===== src/rtl/psram_bus_arbiter.sv =====
// psram_bus_arbiter
//   Two-master / one-slave arbiter in front of the PSRAM cache. Master 0 is
//   the CPU, master 1 a DMA-style requester such as an LCD framebuffer
//   fetcher. Arbitration is round-robin. A grant is held until the cache
//   returns s_ready, so transactions never interleave. Every completion is
//   followed by at least one idle cycle.
//
//   Optional feature (compile-time macro PSRAM_ARB_TIMEOUT_EN):
//     A granted transaction that waits TIMEOUT_CYCLES busy cycles without
//     s_ready is completed by the arbiter itself. It forces the owner's
//     ready high with read data 32'hDEADBEEF and pulses timeout_err. When
//     the macro is undefined, timeout_err stays 0 and BUSY waits
//     indefinitely.
//
//   Ports
//     clk, rst                 clock, asynchronous active-high reset
//     mN_ren / mN_wen          master N read request / byte write strobes
//     mN_addr / mN_wdata       master N word address / write data
//     mN_rdata / mN_ready      master N read data / completion pulse
//     s_ren/s_wen/s_addr/s_wdata  forwarded request to the cache
//     s_rdata / s_ready        cache read data / completion
//     busy                     high while a grant is active
//     grant                    one-hot owner (bit0 = m0, bit1 = m1)
//     timeout_err              one-cycle pulse on forced completion
module psram_bus_arbiter #(
  parameter int ADDR_WIDTH     = 22,
  parameter int TIMEOUT_CYCLES = 1024
) (
  input  logic                  clk,
  input  logic                  rst,
  input  logic                  m0_ren,
  input  logic [3:0]            m0_wen,
  input  logic [ADDR_WIDTH-1:0] m0_addr,
  input  logic [31:0]           m0_wdata,
  output logic [31:0]           m0_rdata,
  output logic                  m0_ready,
  input  logic                  m1_ren,
  input  logic [3:0]            m1_wen,
  input  logic [ADDR_WIDTH-1:0] m1_addr,
  input  logic [31:0]           m1_wdata,
  output logic [31:0]           m1_rdata,
  output logic                  m1_ready,
  output logic                  s_ren,
  output logic [3:0]            s_wen,
  output logic [ADDR_WIDTH-1:0] s_addr,
  output logic [31:0]           s_wdata,
  input  logic [31:0]           s_rdata,
  input  logic                  s_ready,
  output logic                  busy,
  output logic [1:0]            grant,
  output logic                  timeout_err
);

  typedef enum logic {IDLE = 1'b0, BUSY = 1'b1} state_t;

  state_t      state_q, state_d;
  logic [1:0]  grant_q, grant_d;
  // last_q = 1 means master 1 owned the most recent completed transaction.
  logic        last_q,  last_d;

  logic        m0_req, m1_req, owner_req;
  logic        tmo_hit;
  logic        done;
  logic [31:0] rdata_fwd;

  assign m0_req    = m0_ren | (|m0_wen);
  assign m1_req    = m1_ren | (|m1_wen);
  assign owner_req = grant_q[1] ? m1_req : m0_req;

  // A real s_ready always wins over a coincident timeout.
  assign done      = s_ready | tmo_hit;
  assign rdata_fwd = s_ready ? s_rdata : 32'hDEADBEEF;

  assign busy  = (state_q == BUSY);
  assign grant = grant_q;

`ifdef PSRAM_ARB_TIMEOUT_EN
  localparam int CNT_W = (TIMEOUT_CYCLES > 1) ? $clog2(TIMEOUT_CYCLES) : 1;
  localparam logic [CNT_W-1:0] TMO_LAST = CNT_W'(TIMEOUT_CYCLES - 1);

  logic [CNT_W-1:0] cnt_q, cnt_d;

  // Cleared on entry to BUSY; staying in BUSY implies no s_ready this cycle.
  always_comb begin
    cnt_d = '0;
    if (state_q == BUSY && state_d == BUSY) cnt_d = cnt_q + 1'b1;
  end

  always_ff @(posedge clk or posedge rst) begin
    if (rst) cnt_q <= '0;
    else     cnt_q <= cnt_d;
  end

  assign tmo_hit = (state_q == BUSY) && (cnt_q == TMO_LAST);
`else
  // Feature disabled: the timeout never fires.
  assign tmo_hit = 1'b0 & (TIMEOUT_CYCLES > 0);
`endif

  always_ff @(posedge clk or posedge rst) begin
    if (rst) begin
      state_q <= IDLE;
      grant_q <= 2'b00;
      last_q  <= 1'b1;
    end else begin
      state_q <= state_d;
      grant_q <= grant_d;
      last_q  <= last_d;
    end
  end

  always_comb begin
    state_d     = state_q;
    grant_d     = grant_q;
    last_d      = last_q;
    s_ren       = 1'b0;
    s_wen       = 4'b0000;
    s_addr      = '0;
    s_wdata     = 32'h0;
    m0_ready    = 1'b0;
    m1_ready    = 1'b0;
    m0_rdata    = 32'h0;
    m1_rdata    = 32'h0;
    timeout_err = 1'b0;

    unique case (state_q)
      IDLE: begin
        // On a tie the master that did not go last wins.
        if (m0_req && (!m1_req || last_q)) begin
          grant_d = 2'b01;
          state_d = BUSY;
        end else if (m1_req) begin
          grant_d = 2'b10;
          state_d = BUSY;
        end
      end

      BUSY: begin
        // Only the owner's inputs reach the slave.
        if (grant_q[1]) begin
          s_ren    = m1_ren;
          s_wen    = m1_wen;
          s_addr   = m1_addr;
          s_wdata  = m1_wdata;
          m1_ready = done;
          m1_rdata = rdata_fwd;
        end else begin
          s_ren    = m0_ren;
          s_wen    = m0_wen;
          s_addr   = m0_addr;
          s_wdata  = m0_wdata;
          m0_ready = done;
          m0_rdata = rdata_fwd;
        end

        if (done) begin
          timeout_err = ~s_ready;
          last_d      = grant_q[1];
          grant_d     = 2'b00;
          state_d     = IDLE;
        end else if (!owner_req) begin
          // Owner withdrew early: drop the grant without a ready pulse.
          grant_d = 2'b00;
          state_d = IDLE;
        end
      end

      default: begin
        grant_d = 2'b00;
        state_d = IDLE;
      end
    endcase
  end

endmodule


===== config.mk =====
export PLATFORM = sky130hd
export DESIGN_NAME = psram_bus_arbiter
export DESIGN_NICKNAME = d
export VERILOG_FILES = /design/src/rtl/psram_bus_arbiter.sv
export SDC_FILE = /design/constraint.sdc
export NUM_CORES = 1
export LEC_CHECK = 0
export CAP_MARGIN = 20
export CORE_AREA = 2 2 110 112
export CTS_CLUSTER_DIAMETER = 100
export DETAILED_ROUTE_END_ITERATION = 10
export DIE_AREA = 0 0 112 114
export PLACE_DENSITY_LB_ADDON = 0.2
export SETUP_SLACK_MARGIN = 0.15
export SLEW_MARGIN = 20
export SYNTH_ARGS = -nofsm -noshare
export SYNTH_HDL_FRONTEND = slang
export SYNTH_SLANG_ARGS = --single-unit

===== constraint.sdc =====
create_clock -name clk -period 1.1 [get_ports clk]
set_input_delay 0.165 -clock clk [delete_from_list [all_inputs] [get_ports clk]]
set_output_delay 0.165 -clock clk [all_outputs]
set_load 0.01 [all_outputs]

==> impl_metrics.py, run 1 <==
metrics = {
    "sta": {
        "finalClockSkew_ns": 0.00218,
        "holdWs_ns": 0.131,
        "max_freq_mhz": 592,
        "rsz0062_at_grt": "true",
        "finalCriticalPeriod_ns": 1.69,
        "period_share_pct": 154,
        "setup_violations": 131,
        "final.setup.tns_ns": -63.38,
        "hold_viol": 0,
        "slew_violations": 0,
        "worst_slack_ns": -0.589,
    },
    "clock_network": {
        "cts_sinks": 4,
        "cts.clk_slew.worst_paths_ns": 0.03,
        "ctsLongestPathBuffers": 2,
        "cts_hold_buf": 0,
        "clock-root-buffer": "clkbuf_16",
        "clock_latency_ns": 0.22,
        "cts_htree_levels": 1,
        "cts_buffers": 3,
        "cts_tree": "built",
    },
    "drt": {
        "via_per_inst": 4.19,
        "drt_iter0_drc": 57,
        "drt-total-wl_um": 11500,
        "vias": 3079,
        "ant_nets": 0,
        "wl_per_cell_um": 15.6,
        "drtPass1Iterations": 3,
        "drc": 0,
    },
    "critical_path": {
        "path_common_cell": "buf_12",
        "cp_data_arrival_time_ns": 1.52,
        "critical_path.max_stage_delay_ns": 0.52,
        "crit_type": "reg -> out",
        "rr_endpoint": "grant[0]$_DFFE_PP0P_",
        "crit_chain": "buf_12, buf_12, buf_8, mux2i_2, nor2b_2, buf_2",
        "cp-start-kind": "flip-flop",
        "crit_slowest_cell": "dfrtp_4",
        "r2r_cells": 4,
        "endpoint_kind": "output port",
        "required_ns": 0.94,
        "r2r_start": "grant[1]$_DFFE_PP0P_",
        "path_max_fanout": 6,
        "rrSetupSlack_ns": -0.27,
    },
    "global_routing": {
        "grtUsageTotal_pct": 15.8,
        "grt_max_degree": 22,
        "grt_first_pass_wirelength_um": 16100,
        "grt_pass1_vias": 3184,
        "grt_overflow": 0,
        "grt_antenna_before_repair": 0,
    },
    "logic_synthesis": {
        "syn_inst": 260,
        "synth_largest_type_area_fraction_pct": 33.1,
        "synth_cell_types": 28,
        "syn-num-nets": 413,
        "netlist.top_cell.by_area": "mux2i_1",
        "yosysWarnings": 0,
        "synth-seq-cells": 4,
        "synth.area.top_cells": "mux2i_1 33%, nor2b_1 29%, nor2_1 10%",
        "seq_area_frac_synth_pct": 5.68,
        "avgSynthCellArea_um2": 6.86,
        "syn_area_um2": 1780,
    },
    "place": {
        "gp_congestion": 0.836,
        "placed_cell_area_um2": 5280,
        "hpwl_um": 8360,
        "io_buffers": 280,
        "pre_cts_ws_ns": -0.930,
    },
    "die": {
        "fp-row-count": 40,
        "die_h_um": 114,
        "core_um2": 11700,
        "die-area_um2": 12800,
        "start_util_pct": 15.2,
        "fp.dieW_um": 112,
        "boundaryPins": 282,
    },
    "power_and_ir_drop": {
        "pwr-share-clk_pct": 10.6,
        "seq_power_share_pct": 4.1,
        "vdd_ir_drop_max_mv": 0.560,
        "powerDensity_nw_per_um2": 911,
        "p_leak_nw": 2.70,
        "swShare_pct": 37.2,
        "p_int_mw": 3.47,
        "power_frac_comb_pct": 85.3,
        "switching_power_mw": 2.06,
    },
    "job": {
        "cap_violations": 0,
    },
    "cells_and_area": {
        "syn_to_final_growth_pct": 240,
        "drive_above_1_share_pct": 59.8,
        "nets": 741,
        "postLayoutCellArea_um2": 6060,
        "fin_util_pct": 51.8,
        "antenna_cells": 0,
    },
    "run_status": {
        "violations": "setup timing",
        "status": "complete, but fails checks",
    },
    "hold_path": {
        "min_path_type": "in -> async",
    },
}
-- cells by family after synthesis --
group	synth area share (%)
other	0.210
and+or+nand+nor	49.6
muxes	33.1
buffers and inverters	7.29
DFF	5.68
AOI/OAI and AO/OA	4.07
-- timing repair --
item | in CTS | in global routing
gates resized for setup | 629 | 81
setup endpoints to repair | 132 | 132
gates cloned | 7 | 3
buffers inserted | 26 | 5
pin swaps | 29 | 16
-- power by group through the flow --
stage          logic [mW]  registers (mW)  clock network [mW]
2_1_floorplan        1.86           0.205                   0
4_1_cts              4.20           0.221               0.599
6_report             4.72           0.225               0.585
3_3_place_gp         3.74           0.232                   0
5_1_grt              4.97           0.232               0.614
3_5_place_dp         3.76           0.234                   0
-- per-stage QoR --
stage / instances / power [mW]
after CTS: 726 / 5.02
after global routing: 734 / 5.82
after global placement: 689 / 3.97
final: 734 / 5.53
after floorplan: 260 / 2.06
after detailed placement: 689 / 4.00
-- synth_stat cells --
library cell / count
nor3_1: 1
or4_4: 1
nor4_1: 1
and2_1: 9
o22ai_1: 1
buf_2: 6
inv_1: 1
dfrtp_1: 3
dfstp_2: 1
a211oi_1: 1
nor2_1: 49
o22ai_2: 1
clkbuf_1: 15
buf_4: 2
a221o_2: 1
nor2_4: 1
a22oi_1: 1
nand2_1: 3
nand2b_1: 3
and3_1: 9
conb_1: 1
clkbuf_8: 1
o21bai_1: 1
o21ai_1: 1
buf_6: 1
mux2i_1: 59
a21o_1: 2
nor2b_1: 84
-- cell usage in the layout, fill, tap and decap left out, drive strengths merged --
cell,count
o21bai,1
a211oi,1
mux2i,59
nor3,1
o21ai,1
dfstp,1
dlygate4sd2,5
clkdlybuf4s15,1
clkdlybuf4s50,144
nor2,50
a21o,2
nor4,1
nand2b,3
nor2b,85
conb,1
clkbuf,7
inv,1
nand2,3
and3,9
buf,194
or4,1
dfrtp,3
o22ai,2
a221o,1
a22oi,1
and2,9
-- critical path: cells and delay by family, from the launching register on --
kind / cells / cell delay [ns]
buffers and inverters: 4 / 0.53
flip-flops: 1 / 0.52
multiplexers: 1 / 0.15
AND/OR/NAND/NOR: 1 / 0.10
-- worst max path at each step --
stage	start	end	slack, ns
2_1_floorplan	grant[1]$_DFFE_PP0P_	s_addr[0]	-0.09
4_1_cts	grant[1]$_DFFE_PP0P_	s_addr[1]	-0.58
5_1_grt	grant[1]$_DFFE_PP0P_	s_addr[1]	-0.64
3_3_place_gp	s_ready	m0_rdata[16]	-0.91
3_5_place_dp	s_ready	m0_rdata[16]	-0.93
6_report	grant[1]$_DFFE_PP0P_	s_addr[1]	-0.59
-- layout make-up --
type	count	area [um2]
tap	147	184
clock buffer	4	78.8
multi-input combinational	231	2210
sequential	4	106
fill	1096	5650
inverter	1	3.75
timing repair buffer	347	3480
-- state kept, by name, indices dropped and copies added, names as in the netlist --
register	cells
last_q	1
grant	2
busy	1
-- routing by layer --
layer  track usage [%]  share of wire, %
met1              15.8                35
met2              32.2                56
met3              4.62               7.8
met4              3.50              0.79
met5                 0                 0
No activity file was read; power rests on OpenSTA's default activity.
==> run 2, diff against run 1 <==
--- a/config.mk
+++ b/config.mk
@@ -5,6 +5,7 @@
 export SDC_FILE = /design/constraint.sdc
 export NUM_CORES = 1
 export LEC_CHECK = 0
+export ABC_CLOCK_PERIOD_IN_PS = 1100
 export CAP_MARGIN = 20
 export CORE_AREA = 2 2 110 112
 export CTS_CLUSTER_DIAMETER = 100
==> results of run 2 <==
No change in the layout: final DEF, timing and power equal those of run 1.
==> run 3, diff against run 2 <==
--- a/config.mk
+++ b/config.mk
@@ -5,12 +5,12 @@
 export SDC_FILE = /design/constraint.sdc
 export NUM_CORES = 1
 export LEC_CHECK = 0
-export ABC_CLOCK_PERIOD_IN_PS = 1100
+export ABC_CLOCK_PERIOD_IN_PS = 1930
 export CAP_MARGIN = 20
-export CORE_AREA = 2 2 110 112
+export CORE_AREA = 2 2 109 111
 export CTS_CLUSTER_DIAMETER = 100
 export DETAILED_ROUTE_END_ITERATION = 10
-export DIE_AREA = 0 0 112 114
+export DIE_AREA = 0 0 111 113
 export PLACE_DENSITY_LB_ADDON = 0.2
 export SETUP_SLACK_MARGIN = 0.15
 export SLEW_MARGIN = 20
==> constraint.sdc (replaced) <==
create_clock -name clk -period 1.93 [get_ports clk]
set_input_delay 0.2895 -clock clk [delete_from_list [all_inputs] [get_ports clk]]
set_output_delay 0.2895 -clock clk [all_outputs]
set_load 0.01 [all_outputs]
==> impl_metrics.py, run 3 (synthesis results as in run 1) <==
metrics = {
    "drt": {
        "drtPass1Iterations": 4,
        "ant_nets": 0,
        "wl_met1_um": 4270,
        "drc": 0,
        "highest_layer": "met4",
        "via_per_inst": 4.14,
        "wl_per_cell_um": 15.5,
        "drt-total-wl_um": 10800,
        "dr_wl_met2_um": 5760,
        "drt_iter0_drc": 59,
        "wl_met3_um": 743,
        "vias": 2890,
    },
    "global_routing": {
        "grtUsageTotal_pct": 15.6,
        "grt_pass1_vias": 2929,
        "grt_first_pass_wirelength_um": 16100,
        "grt_max_degree": 25,
        "grt_antenna_before_repair": 0,
        "grt_overflow": 0,
    },
    "critical_path": {
        "rrSetupSlack_ns": 0.47,
        "required_ns": 1.64,
        "endpoint_kind": "output port",
        "path_max_fanout": 9,
        "crit_type": "reg -> out",
        "cp-start-kind": "flip-flop",
        "cp_data_arrival_time_ns": 1.54,
    },
    "hold_path": {
        "min_path_type": "in -> async",
    },
    "clock_network": {
        "cts_htree_levels": 1,
        "clock-root-buffer": "clkbuf_16",
        "cts_tree": "built",
        "cts.clk_slew.worst_paths_ns": 0.03,
        "clock_latency_ns": 0.22,
        "ctsLongestPathBuffers": 2,
        "cts_sinks": 4,
        "cts_hold_buf": 0,
        "cts_buffers": 3,
    },
    "sta": {
        "worst_slack_ns": 0.0985,
        "finalClockSkew_ns": 0.00342,
        "finalCriticalPeriod_ns": 1.83,
        "hold_viol": 0,
        "slew_violations": 0,
        "rsz0062_at_grt": "true",
        "max_freq_mhz": 546,
        "final.setup.tns_ns": 0,
        "period_share_pct": 94.9,
        "setup_violations": 0,
    },
    "die": {
        "start_util_pct": 15.8,
        "fp-row-count": 39,
        "core_um2": 11300,
        "fp.dieW_um": 111,
        "boundaryPins": 282,
        "die_h_um": 113,
        "die-area_um2": 12500,
    },
    "power_and_ir_drop": {
        "pwr-share-clk_pct": 14.0,
        "powerDensity_nw_per_um2": 493,
        "seq_power_share_pct": 5.0,
        "p_leak_nw": 2.30,
        "power_frac_comb_pct": 81.0,
        "p_int_mw": 1.49,
        "switching_power_uw": 907,
        "swShare_pct": 37.8,
        "vdd_ir_drop_max_mv": 0.410,
    },
    "place": {
        "pre_cts_ws_ns": -0.205,
        "io_buffers": 280,
        "hpwl_um": 8200,
        "gp_congestion": 0.810,
    },
    "run_status": {
        "status": "completed",
    },
    "cells_and_area": {
        "nets": 709,
        "drive_above_1_share_pct": 27.9,
        "largest_reg_flops": 2,
        "antenna_cells": 0,
        "mostFrequentLayoutCell": "clkdlybuf4s50_1",
        "layout_common_cells": "152 x clkdlybuf4s50_1, 85 x buf_2, 80 x nor2b_1",
        "syn_to_final_growth_pct": 173,
    },
    "job": {
        "cap_violations": 0,
    },
}
## run 3: cell count changes in the layout (fill, tap and decap cells not counted), sizes merged
cell | before | now
buf | 194 | 125
clkdlybuf4s15 | 1 | 8
clkdlybuf4s50 | 144 | 152
dlygate4sd2 | 5 | 27
dlymetal6s2s | 0 | 1
nor2b | 85 | 84
## run 3: timing repair
action,4_1_cts,5_1_grt
resized for setup,392,66
endpoints found under the setup margin,127,98
buffers inserted,10,0
gates cloned,4,3
## run 3: power groups by stage
| stage | logic [mW] | clock network [mW] | registers (mW) |
|---|---|---|---|
| finish | 1.94 | 0.337 | 0.119 |
| global route | 2.09 | 0.345 | 0.121 |
| CTS | 1.94 | 0.336 | 0.118 |
| detailed placement | 1.95 | 0 | 0.137 |
| global placement | 1.94 | 0 | 0.138 |
| floorplan | 0.795 | 0 | 0.116 |
## run 3: worst max-delay path, cell delays in order (launching register included)
cell	delay [ns]
dfrtp_4	0.49
buf_8	0.14
and3_4	0.17
buf_4	0.13
and2_1	0.14
clkdlybuf4s15_1	0.24
## run 3: final timing paths
kind | startpoint | cells after the start | endpoint
max reg2reg | grant[1]$_DFFE_PP0P_ | 4 | grant[0]$_DFFE_PP0P_
min reg2reg | last_q$_DFFE_PP1P_ | 1 | last_q$_DFFE_PP1P_
max in group asynchronous | rst | 2 | last_q$_DFFE_PP1P_
max | grant[1]$_DFFE_PP0P_ | 5 | m1_rdata[14]
min | rst | 2 | grant[1]$_DFFE_PP0P_
min in group clk | last_q$_DFFE_PP1P_ | 1 | last_q$_DFFE_PP1P_
## run 3: final cells by class
class | instances | area, um2
Fill cell | 1193 | 6410
Timing Repair Buffer | 316 | 2870
Multi-Input combinational cell | 230 | 1630
Tap cell | 143 | 179
Sequential cell | 4 | 106
Clock buffer | 4 | 78.8
Inverter | 1 | 3.75
## run 3: metal layers
layer,global-route usage [%],vias to the layer above
met2,31.5,140
met5,0,-
li1,-,1443
met3,3.54,2
met4,0.583,0
met1,17.5,1305
## run 3: per-stage QoR
step	power, mW	cells	area (um2)	hold slack (ns)	utilization [%]
after detailed placement	2.09	677	4860	0.483	43.1
final	2.40	698	4860	0.248	43.1
after global routing	2.56	698	4860	0.274	43.1
after CTS	2.39	695	4920	0.247	43.7
after floorplan	0.911	260	1780	0.0549	-
after global placement	2.08	677	4860	0.479	43.1
